<file path="src/rtl/multicycle_control_fsm_pkg.sv">
// Shared encodings for the multi-cycle RV32I control FSM: states, opcodes and datapath selects.
package multicycle_ctrl_pkg;

    typedef enum logic [3:0] {
        StFetch  = 4'd0,
        StDecode = 4'd1,
        StExecR  = 4'd2,
        StExecI  = 4'd3,
        StAddr   = 4'd4,
        StBranch = 4'd5,
        StMemRd  = 4'd6,
        StMemWr  = 4'd7,
        StWbAlu  = 4'd8,
        StWbMem  = 4'd9,
        StHalt   = 4'd10
    } state_t;

    localparam logic [6:0] OP_RTYPE  = 7'b0110011;
    localparam logic [6:0] OP_ITYPE  = 7'b0010011;
    localparam logic [6:0] OP_LOAD   = 7'b0000011;
    localparam logic [6:0] OP_STORE  = 7'b0100011;
    localparam logic [6:0] OP_BRANCH = 7'b1100011;

    localparam logic [1:0] ALUOP_ADD   = 2'b00;
    localparam logic [1:0] ALUOP_SUB   = 2'b01;
    localparam logic [1:0] ALUOP_RTYPE = 2'b10;
    localparam logic [1:0] ALUOP_ITYPE = 2'b11;

    localparam logic [1:0] SRCB_REG  = 2'b00;
    localparam logic [1:0] SRCB_FOUR = 2'b01;
    localparam logic [1:0] SRCB_IMM  = 2'b10;

    function automatic logic is_mem_state(state_t s);
        return (s == StFetch) || (s == StMemRd) || (s == StMemWr);
    endfunction

endpackage

</file>
<file path="src/rtl/multicycle_control_fsm_mem_wait_timer.sv">
// Counts consecutive cycles a memory state waits on mem_ready; flags expiry at MEM_TIMEOUT.
module mem_wait_timer #(
    parameter int unsigned MEM_TIMEOUT = 0
) (
    input  logic clk,
    input  logic rst,
    input  logic waiting,
    output logic expired
);

    localparam int unsigned CNT_BITS = (MEM_TIMEOUT > 1) ? $clog2(MEM_TIMEOUT) : 1;

    logic [CNT_BITS-1:0] cnt_q;

    // Any non-waiting cycle (ready or another state) clears the count, so each entry starts at 0.
    always_ff @(posedge clk or posedge rst) begin
        if (rst) begin
            cnt_q <= '0;
        end else if (waiting && (MEM_TIMEOUT != 0)) begin
            cnt_q <= cnt_q + CNT_BITS'(1);
        end else begin
            cnt_q <= '0;
        end
    end

    assign expired = (MEM_TIMEOUT != 0) && waiting && (cnt_q == CNT_BITS'(MEM_TIMEOUT - 1));

endmodule

</file>
<file path="src/rtl/multicycle_control_fsm.sv">
// Multi-cycle RV32I control FSM with shared-memory handshake and retire counter.
// Optional illegal-opcode trap enabled by defining MCCU_ILLEGAL_TRAP_EN.
module multicycle_control_fsm
    import multicycle_ctrl_pkg::*;
#(
    parameter int unsigned ALUOP_W     = 2,
    parameter int unsigned CNT_W       = 32,
    parameter int unsigned MEM_TIMEOUT = 0
) (
    input  logic               clk,
    input  logic               rst,
    input  logic [6:0]         opcode,
    input  logic               zero,
    input  logic               mem_ready,
    output logic               mem_req,
    output logic               mem_write,
    output logic               iord,
    output logic               ir_write,
    output logic               pc_write,
    output logic               pc_src,
    output logic               alu_src_a,
    output logic [1:0]         alu_src_b,
    output logic [ALUOP_W-1:0] alu_op,
    output logic               reg_write,
    output logic               mem_to_reg,
    output logic               mem_timeout,
    output logic [CNT_W-1:0]   instr_retired,
    output logic [3:0]         state_dbg
`ifdef MCCU_ILLEGAL_TRAP_EN
    ,
    output logic               illegal_instr
`endif
);

    state_t             state_q, state_d;
    logic               store_q;
    logic               timeout_q;
    logic [CNT_W-1:0]   retired_q;
    logic               retire, set_timeout, set_illegal;
    logic               waiting, expired;
    logic [1:0]         alu_op_int;

    assign waiting = is_mem_state(state_q) && !mem_ready;

    mem_wait_timer #(
        .MEM_TIMEOUT(MEM_TIMEOUT)
    ) u_timer (
        .clk     (clk),
        .rst     (rst),
        .waiting (waiting),
        .expired (expired)
    );

    always_ff @(posedge clk or posedge rst) begin
        if (rst) begin
            state_q   <= StFetch;
            store_q   <= 1'b0;
            timeout_q <= 1'b0;
            retired_q <= '0;
        end else begin
            state_q <= state_d;
            if (state_q == StDecode) begin
                store_q <= opcode[5];
            end
            if (set_timeout) begin
                timeout_q <= 1'b1;
            end
            if (retire) begin
                retired_q <= retired_q + CNT_W'(1);
            end
        end
    end

    always_comb begin
        state_d     = state_q;
        retire      = 1'b0;
        set_timeout = 1'b0;
        set_illegal = 1'b0;
        mem_req     = 1'b0;
        mem_write   = 1'b0;
        iord        = 1'b0;
        ir_write    = 1'b0;
        pc_write    = 1'b0;
        pc_src      = 1'b0;
        alu_src_a   = 1'b0;
        alu_src_b   = SRCB_REG;
        alu_op_int  = ALUOP_ADD;
        reg_write   = 1'b0;
        mem_to_reg  = 1'b0;

        case (state_q)
            StFetch: begin
                mem_req   = 1'b1;
                alu_src_b = SRCB_FOUR;
                if (mem_ready) begin
                    ir_write = 1'b1;
                    pc_write = 1'b1;
                    state_d  = StDecode;
                end else if (expired) begin
                    set_timeout = 1'b1;
                    state_d     = StHalt;
                end
            end
            StDecode: begin
                alu_src_b = SRCB_IMM;
                case (opcode)
                    OP_RTYPE:          state_d = StExecR;
                    OP_ITYPE:          state_d = StExecI;
                    OP_LOAD, OP_STORE: state_d = StAddr;
                    OP_BRANCH:         state_d = StBranch;
                    default: begin
`ifdef MCCU_ILLEGAL_TRAP_EN
                        set_illegal = 1'b1;
                        state_d     = StHalt;
`else
                        retire  = 1'b1;
                        state_d = StFetch;
`endif
                    end
                endcase
            end
            StExecR: begin
                alu_src_a  = 1'b1;
                alu_op_int = ALUOP_RTYPE;
                state_d    = StWbAlu;
            end
            StExecI: begin
                alu_src_a  = 1'b1;
                alu_src_b  = SRCB_IMM;
                alu_op_int = ALUOP_ITYPE;
                state_d    = StWbAlu;
            end
            StAddr: begin
                alu_src_a = 1'b1;
                alu_src_b = SRCB_IMM;
                state_d   = store_q ? StMemWr : StMemRd;
            end
            StBranch: begin
                alu_src_a  = 1'b1;
                alu_op_int = ALUOP_SUB;
                pc_src     = 1'b1;
                pc_write   = zero;
                retire     = 1'b1;
                state_d    = StFetch;
            end
            StMemRd: begin
                mem_req = 1'b1;
                iord    = 1'b1;
                if (mem_ready) begin
                    state_d = StWbMem;
                end else if (expired) begin
                    set_timeout = 1'b1;
                    state_d     = StHalt;
                end
            end
            StMemWr: begin
                mem_req   = 1'b1;
                mem_write = 1'b1;
                iord      = 1'b1;
                if (mem_ready) begin
                    retire  = 1'b1;
                    state_d = StFetch;
                end else if (expired) begin
                    set_timeout = 1'b1;
                    state_d     = StHalt;
                end
            end
            StWbAlu: begin
                reg_write = 1'b1;
                retire    = 1'b1;
                state_d   = StFetch;
            end
            StWbMem: begin
                reg_write  = 1'b1;
                mem_to_reg = 1'b1;
                retire     = 1'b1;
                state_d    = StFetch;
            end
            StHalt:  state_d = StHalt;
            default: state_d = StFetch;
        endcase

        // Reset forces every control output low so nothing partial reaches the datapath.
        if (rst) begin
            mem_req    = 1'b0;
            mem_write  = 1'b0;
            iord       = 1'b0;
            ir_write   = 1'b0;
            pc_write   = 1'b0;
            pc_src     = 1'b0;
            alu_src_a  = 1'b0;
            alu_src_b  = SRCB_REG;
            alu_op_int = ALUOP_ADD;
            reg_write  = 1'b0;
            mem_to_reg = 1'b0;
        end
    end

    assign alu_op        = ALUOP_W'(alu_op_int);
    assign mem_timeout   = timeout_q;
    assign instr_retired = retired_q;
    assign state_dbg     = state_q;

`ifdef MCCU_ILLEGAL_TRAP_EN
    logic illegal_q;

    always_ff @(posedge clk or posedge rst) begin
        if (rst) begin
            illegal_q <= 1'b0;
        end else if (set_illegal) begin
            illegal_q <= 1'b1;
        end
    end

    assign illegal_instr = illegal_q;
`else
    logic unused_set_illegal;
    assign unused_set_illegal = set_illegal;
`endif

endmodule

</file>
<file path="config.mk">
export PLATFORM = sky130hd
export DESIGN_NAME = multicycle_control_fsm
export DESIGN_NICKNAME = d
export VERILOG_FILES = /design/src/rtl/multicycle_control_fsm_pkg.sv /design/src/rtl/multicycle_control_fsm_mem_wait_timer.sv /design/src/rtl/multicycle_control_fsm.sv
export SDC_FILE = /design/constraint.sdc
export NUM_CORES = 1
export LEC_CHECK = 0
export ABC_AREA = 1
export CAP_MARGIN = 20
export CORE_MARGIN = 1.5
export CORE_UTILIZATION = 45
export DETAILED_ROUTE_END_ITERATION = 7
export PLACE_DENSITY = 0.72
export SLEW_MARGIN = 5
export SYNTH_ARGS = -nofsm -noshare
export SYNTH_HDL_FRONTEND = slang
export SYNTH_HIERARCHICAL = 1
export SYNTH_SLANG_ARGS = --single-unit
</file>
<file path="constraint.sdc">
create_clock -name clk -period 1.9 [get_ports clk]
set_input_delay 0.38 -clock clk [delete_from_list [all_inputs] [get_ports clk]]
set_output_delay 0.38 -clock clk [all_outputs]
set_load 0.1 [all_outputs]
</file>
### Yosys cells after proc, flatten, opt, wreduce, memory -nomap -nowiden

Cells that the tools add are included.
Widths: inputs -> output; s select.

| operators by class | value |
|---|---|
| muxes and demuxes | 31 |
| $add $sub $neg | 1 |
| magnitude comparators | 0 |
| multiply operators | 0 |
| reductions and logical operators | 11 |
| shift-type cells | 0 |
| bitwise logic cells | 0 |
| div/mod/pow operators | 0 |
| equality and inequality tests | 18 |

Operators with widths:

| operator | number |
|---|---|
| $add 32x1->32 const B | 1 |
| $pmux 4 s7 | 1 |
| $mux 1 | 20 |
| $eq 4x3->1 const B | 4 |
| $eq 7x6->1 const B | 2 |
| $eq 4x4->1 const B | 3 |
| $mux 4 | 3 |
| $pmux 3 s4 | 1 |
| $reduce_or 3->1 | 3 |
| $eq 4x2->1 const B | 2 |
| $reduce_or 2->1 | 4 |
| $eq 7x2->1 const B | 1 |
| $eq 7x5->1 const B | 1 |
| $eq 7x7->1 const B | 1 |
| $ne 2x2->1 const B | 3 |
| $pmux 2 s3 | 1 |
| $reduce_or 5->1 | 1 |
| $eq 4x1->1 const B | 1 |
| $logic_not 4->1 | 1 |
| $mux 2 | 2 |
| $pmux 2 s2 | 1 |
| $reduce_or 4->1 | 1 |
| $pmux 1 s3 | 1 |
| $reduce_and 3->1 | 1 |
| $pmux 1 s2 | 1 |

| storage, ports and cells | value |
|---|---|
| bits of input ports | 11 |
| bits in writable memories | 0 |
| output and inout port bits | 50 |
| memories kept | 0 |
| bits in read-only memories | 0 |
| word-level logic and storage cells | 64 |
| latch bits | 0 |
| register bits after elaboration | 37 |

### Longest topological paths before layout

| logic depth | value |
|---|---|
| depth in word-level cells | 4 |
| depth in mapped cells | 11 |
| gate-level depth less buffers | 10 |

### Cells and area by module

The synthesis kept the hierarchy.

Modules (own cells, without submodules):

| module | area each (um^2) | times used | sequential area each (um^2) | cells an instance |
|---|---|---|---|---|
| multicycle_control_fsm | 2,534.9 | 1 | 950.9 | 377 |
| mem_wait_timer | 11.3 | 1 | 0.0 | 2 |

### Least setup slack after synthesis

Ideal clock, no wire load.

| timing | value |
|---|---|
| path type | flip-flop to output port |
| start | reg state_q[1], in the netlist state_dbg[1] |
| end | out alu_op[0] |
| data required time | 1.520 ns |
| path buffers | 1 |
| arrival time | 4.263 ns |
| cell stages (with the launch flop) | 6 |
| setup slack | -2.743 ns |
| path through | dfrtp_1 buf_4 nand2_1 a21oi_1 inv_1 nor2_1 |

| between the ends | value |
|---|---|
| cells in the longest elaborated chain, start to end | 3 |
| elaborated cells between the ends (all ways) | 5 |
| classes of those cells | eq/ne: 3; mux: 2 |

RTL lines:

| item | line | text |
|---|---|---|
| start, declared | multicycle_control_fsm.sv:35 | `state_t state_q, state_d;` |
| start signal, assigned | multicycle_control_fsm.sv:56 | `state_q <= StFetch;` |
| start signal, assigned | multicycle_control_fsm.sv:61 | `state_q <= state_d;` |
| $eq 4x3->1 / $eq 4x2->1 (equally long branches) | multicycle_control_fsm.sv:91 | `case (state_q)` |
| $pmux 2 s3 * | multicycle_control_fsm.sv:91 |  |
| $mux 2 * | multicycle_control_fsm.sv:184 | `if (rst) begin` |
| end, declared | multicycle_control_fsm.sv:23 | `output logic [ALUOP_W-1:0] alu_op,` |

Every way passes the cells marked *; elsewhere a longest branch is shown, timed or not.

### Final worst setup path

| timing | value |
|---|---|
| start | reg state_q[3], in the netlist state_dbg[3] |
| end | out alu_op[0] |

Same word-level chain as after synthesis.

==> flow_metrics.py <==
metrics = {
    "yosys": {
        "synth_top_area_share_pct": 37.3,
        "synth-main-ff-cell": "dfrtp_1",
        "synth_seq_cells": 38,
        "synth_cells": 379,
        "synth_area_sq_mm": 0.00255,
        "synth_area_leaders": "dfrtp_1 (37%), nand2_1 (22%), nor2_1 (9.3%), nand3b_1 (4.7%), inv_1 (4.4%)",
        "yosysSeqAreaShare_pct": 37.3,
        "synth.net_count": 391,
        "yosysTopAreaCell": "dfrtp_1",
        "synth_async_sr_flop_share_pct": 100,
        "synth.avg_cell_area_sq_um": 6.72,
        "yosys_warnings": 6,
        "synthDistinctLibCells": 29,
        "synth_edf_count": 0,
    },
    "min_path": {
        "hold_class": "in2async",
    },
    "grt": {
        "grt_pass1_wl_mm": 12.1,
        "global_route.overflow_total": 0,
        "antenna_found_initial": 0,
        "grt_pass1_vias": 2628,
        "track_usage_pct": 24.9,
        "grt_max_degree": 39,
    },
    "drt": {
        "drc": 0,
        "drtPass1Iterations": 4,
        "via_count": 2722,
        "detail_route.vias_per_cell": 5.09,
        "drtAntennaViolNets": 0,
        "wire_per_inst_um": 13.3,
        "routed_wl_mm": 7.11,
        "drt_iter0_drc": 179,
    },
    "sta": {
        "setup-tns-final_ns": -0.125,
        "hold_viol": 0,
        "fin_ws_ns": -0.0516,
        "finalCritPeriodShare_pct": 103,
        "clock.fmax_ghz": 0.512,
        "finalSetupViolations": 6,
        "maxSlewViolCount": 0,
        "rsz0062_at_grt": "true",
        "final.setup_skew_ns": 0.00691,
        "period_needed_ns": 1.95,
    },
    "critical_path": {
        "crit_slowest_cell": "dfrtp_4",
        "critical-path-top-cell-by-count": "nor2_4",
        "crit_family": "flip-flops",
        "crit_type": "reg2out",
        "path_cells": "nor2_4 -> nand2_4 -> a21oi_4 -> inv_2 -> nor2_4 -> buf_12",
        "worst_setup_path_start_kind": "flop",
        "cpPeakStageDelay_ns": 0.51,
        "critPathBufInv": 2,
        "arrival_ns": 1.57,
        "path_max_fanout": 3,
        "crit_required_ns": 1.52,
        "end_kind": "output pin",
    },
    "place": {
        "dp.cells": 516,
        "numPortBuffers": 60,
        "place.gp.congestion": 0.902,
        "hpwl_mm": 5.30,
        "placed_area_sq_mm": 0.00395,
        "dpl_worst_slack_ns": -0.0596,
    },
    "pwr": {
        "swShare_pct": 52.3,
        "pwr-share-comb_pct": 64.6,
        "power_density_mw_per_mm2": 1200,
        "clkPwrFrac_pct": 11.5,
        "p_leak_nw": 1.75,
        "power.switching_mw": 2.64,
        "p_seq_share_pct": 23.9,
        "internal_power_mw": 2.41,
        "ir_worst_vdd_mv": 0.922,
    },
    "finish": {
        "fillers": 377,
        "fin_nets": 474,
        "stdcell_count": 535,
        "multi_input_area_sq_mm": 0.00156,
        "post-route-util_pct": 76.7,
        "design_area_sq_mm": 0.00420,
        "final_common_cell": "nand2_1",
        "drive_above_1_share_pct": 32.6,
        "syn2layout_area_growth_pct": 64.8,
        "regArea_sq_um": 995,
        "n_antenna_cell": 0,
        "mostFrequentLayoutCells": "nand2_1 (142), nor2_1 (53), buf_12 (51)",
    },
    "floorplan": {
        "fp.dieW_um": 78.2,
        "row_count": 27,
        "coreArea_sq_mm": 0.00547,
        "die_y_um": 78.2,
        "ios": 61,
        "die_area_sq_mm": 0.00612,
        "start_util_pct": 46.5,
    },
    "clocking": {
        "clk_pin_slew_ns": 0.08,
        "numCtsBuffers": 5,
        "cts_buffer_depth": 2,
        "h-tree-depth": 2,
        "cts_hold_buf": 0,
        "cts_root_buffer": "clkbuf_8",
        "cts_tree": "done",
        "clock_latency_ns": 0.29,
        "cts_sinks": 38,
    },
    "job": {
        "maxCapViolCount": 0,
    },
    "outcome": {
        "status": "complete, but fails checks",
        "violations": "setup timing",
    },
}
[kinds of logic (layout without fill, tap and decap cells)]
family	after synthesis	after routing	synth area share [%]
adders and majority gates	1	1	0.491
DFF	38	38	37.3
other	1	1	0.147
AOI/OAI and AO/OA	20	20	4.67
buffers and inverters	42	126	8.16
xor gates and xnor gates	13	13	4.47
and+or+nand+nor	264	264	44.7
[synth_stat cells (all sizes together), types with 2 or more instances]
library cell  number
nand2            153
nor2              66
dfrtp             38
inv               32
nand3             16
nand3b            16
o21ai             13
buf                8
xor2               8
nor3               7
nand4              6
xnor2              5
a21oi              4
o2111ai            2
[per-layer routing]
layer | vias to the layer above | routed length, um | global-route usage [%]
met5 | - | 0 | 0
met4 | 0 | 129 | 8.21
met3 | 12 | 335 | 3.49
met2 | 80 | 3670 | 43.2
met1 | 1274 | 2980 | 31.8
li1 | 1356 | - | -
[worst reg2reg max path, stage by stage, from the launching register on]
cell     delay (ns)
dfrtp_4        0.55
buf_4          0.17
nand2_1        0.15
nor3_1         0.08
nor2_2         0.18
nand2_4        0.11
inv_2          0.22
nand2_1        0.12
o21ai_0        0.12
[stage by stage]
stage	total power [mW]	hold WS (ns)
2_1_floorplan	3.32	0.353
4_1_cts	4.97	0.468
3_5_place_dp	4.26	0.478
3_3_place_gp	4.22	0.453
6_report	5.05	0.463
5_1_grt	5.31	0.522
[worst paths after layout]
| check | startpoint | to | slack (ns) | cells after the start |
|---|---|---|---|---|
| worst max-delay path | state_dbg[3] | alu_op[0] | -0.05 | 6 |
| worst min-delay path | rst | store_q | 0.46 | 3 |
| worst max register to register | state_dbg[1] | instr_retired[6] | 0.09 | 8 |
| worst min register to register | mem_timeout | mem_timeout | 0.51 | 2 |
| max in group asynchronous | rst | state_dbg[3] | 1.05 | 3 |
| min in group clk | mem_timeout | mem_timeout | 0.51 | 2 |
[power by group through the flow]
stage	clock network, mW	registers (mW)	logic [mW]
after floorplan	0	1.96	1.36
after global placement	0	1.23	2.99
after detailed placement	0	1.23	3.03
after CTS	0.586	1.20	3.19
after global routing	0.633	1.23	3.45
final	0.582	1.21	3.26
[area by class of cell]
cell class	count	share of cell area, %
multi-input combinational	299	37.2
clock buffer	6	1.97
timing repair buffer	85	31.3
tap	72	2.15
sequential	38	23.7
inverter	33	3.40
clock inverter	2	0.298
[timing repair]
action	CTS	global route
hold endpoints to repair	0	0
setup endpoints to repair	11	11
pin swaps	6	6
gates resized for setup	14	8
buffers inserted	9	2
[flip-flops by register name (all words and copies together) (netlist names)]
register       count
store_q            1
mem_timeout        1
state_dbg          4
instr_retired     32
Power figures use the tool's default switching activity.
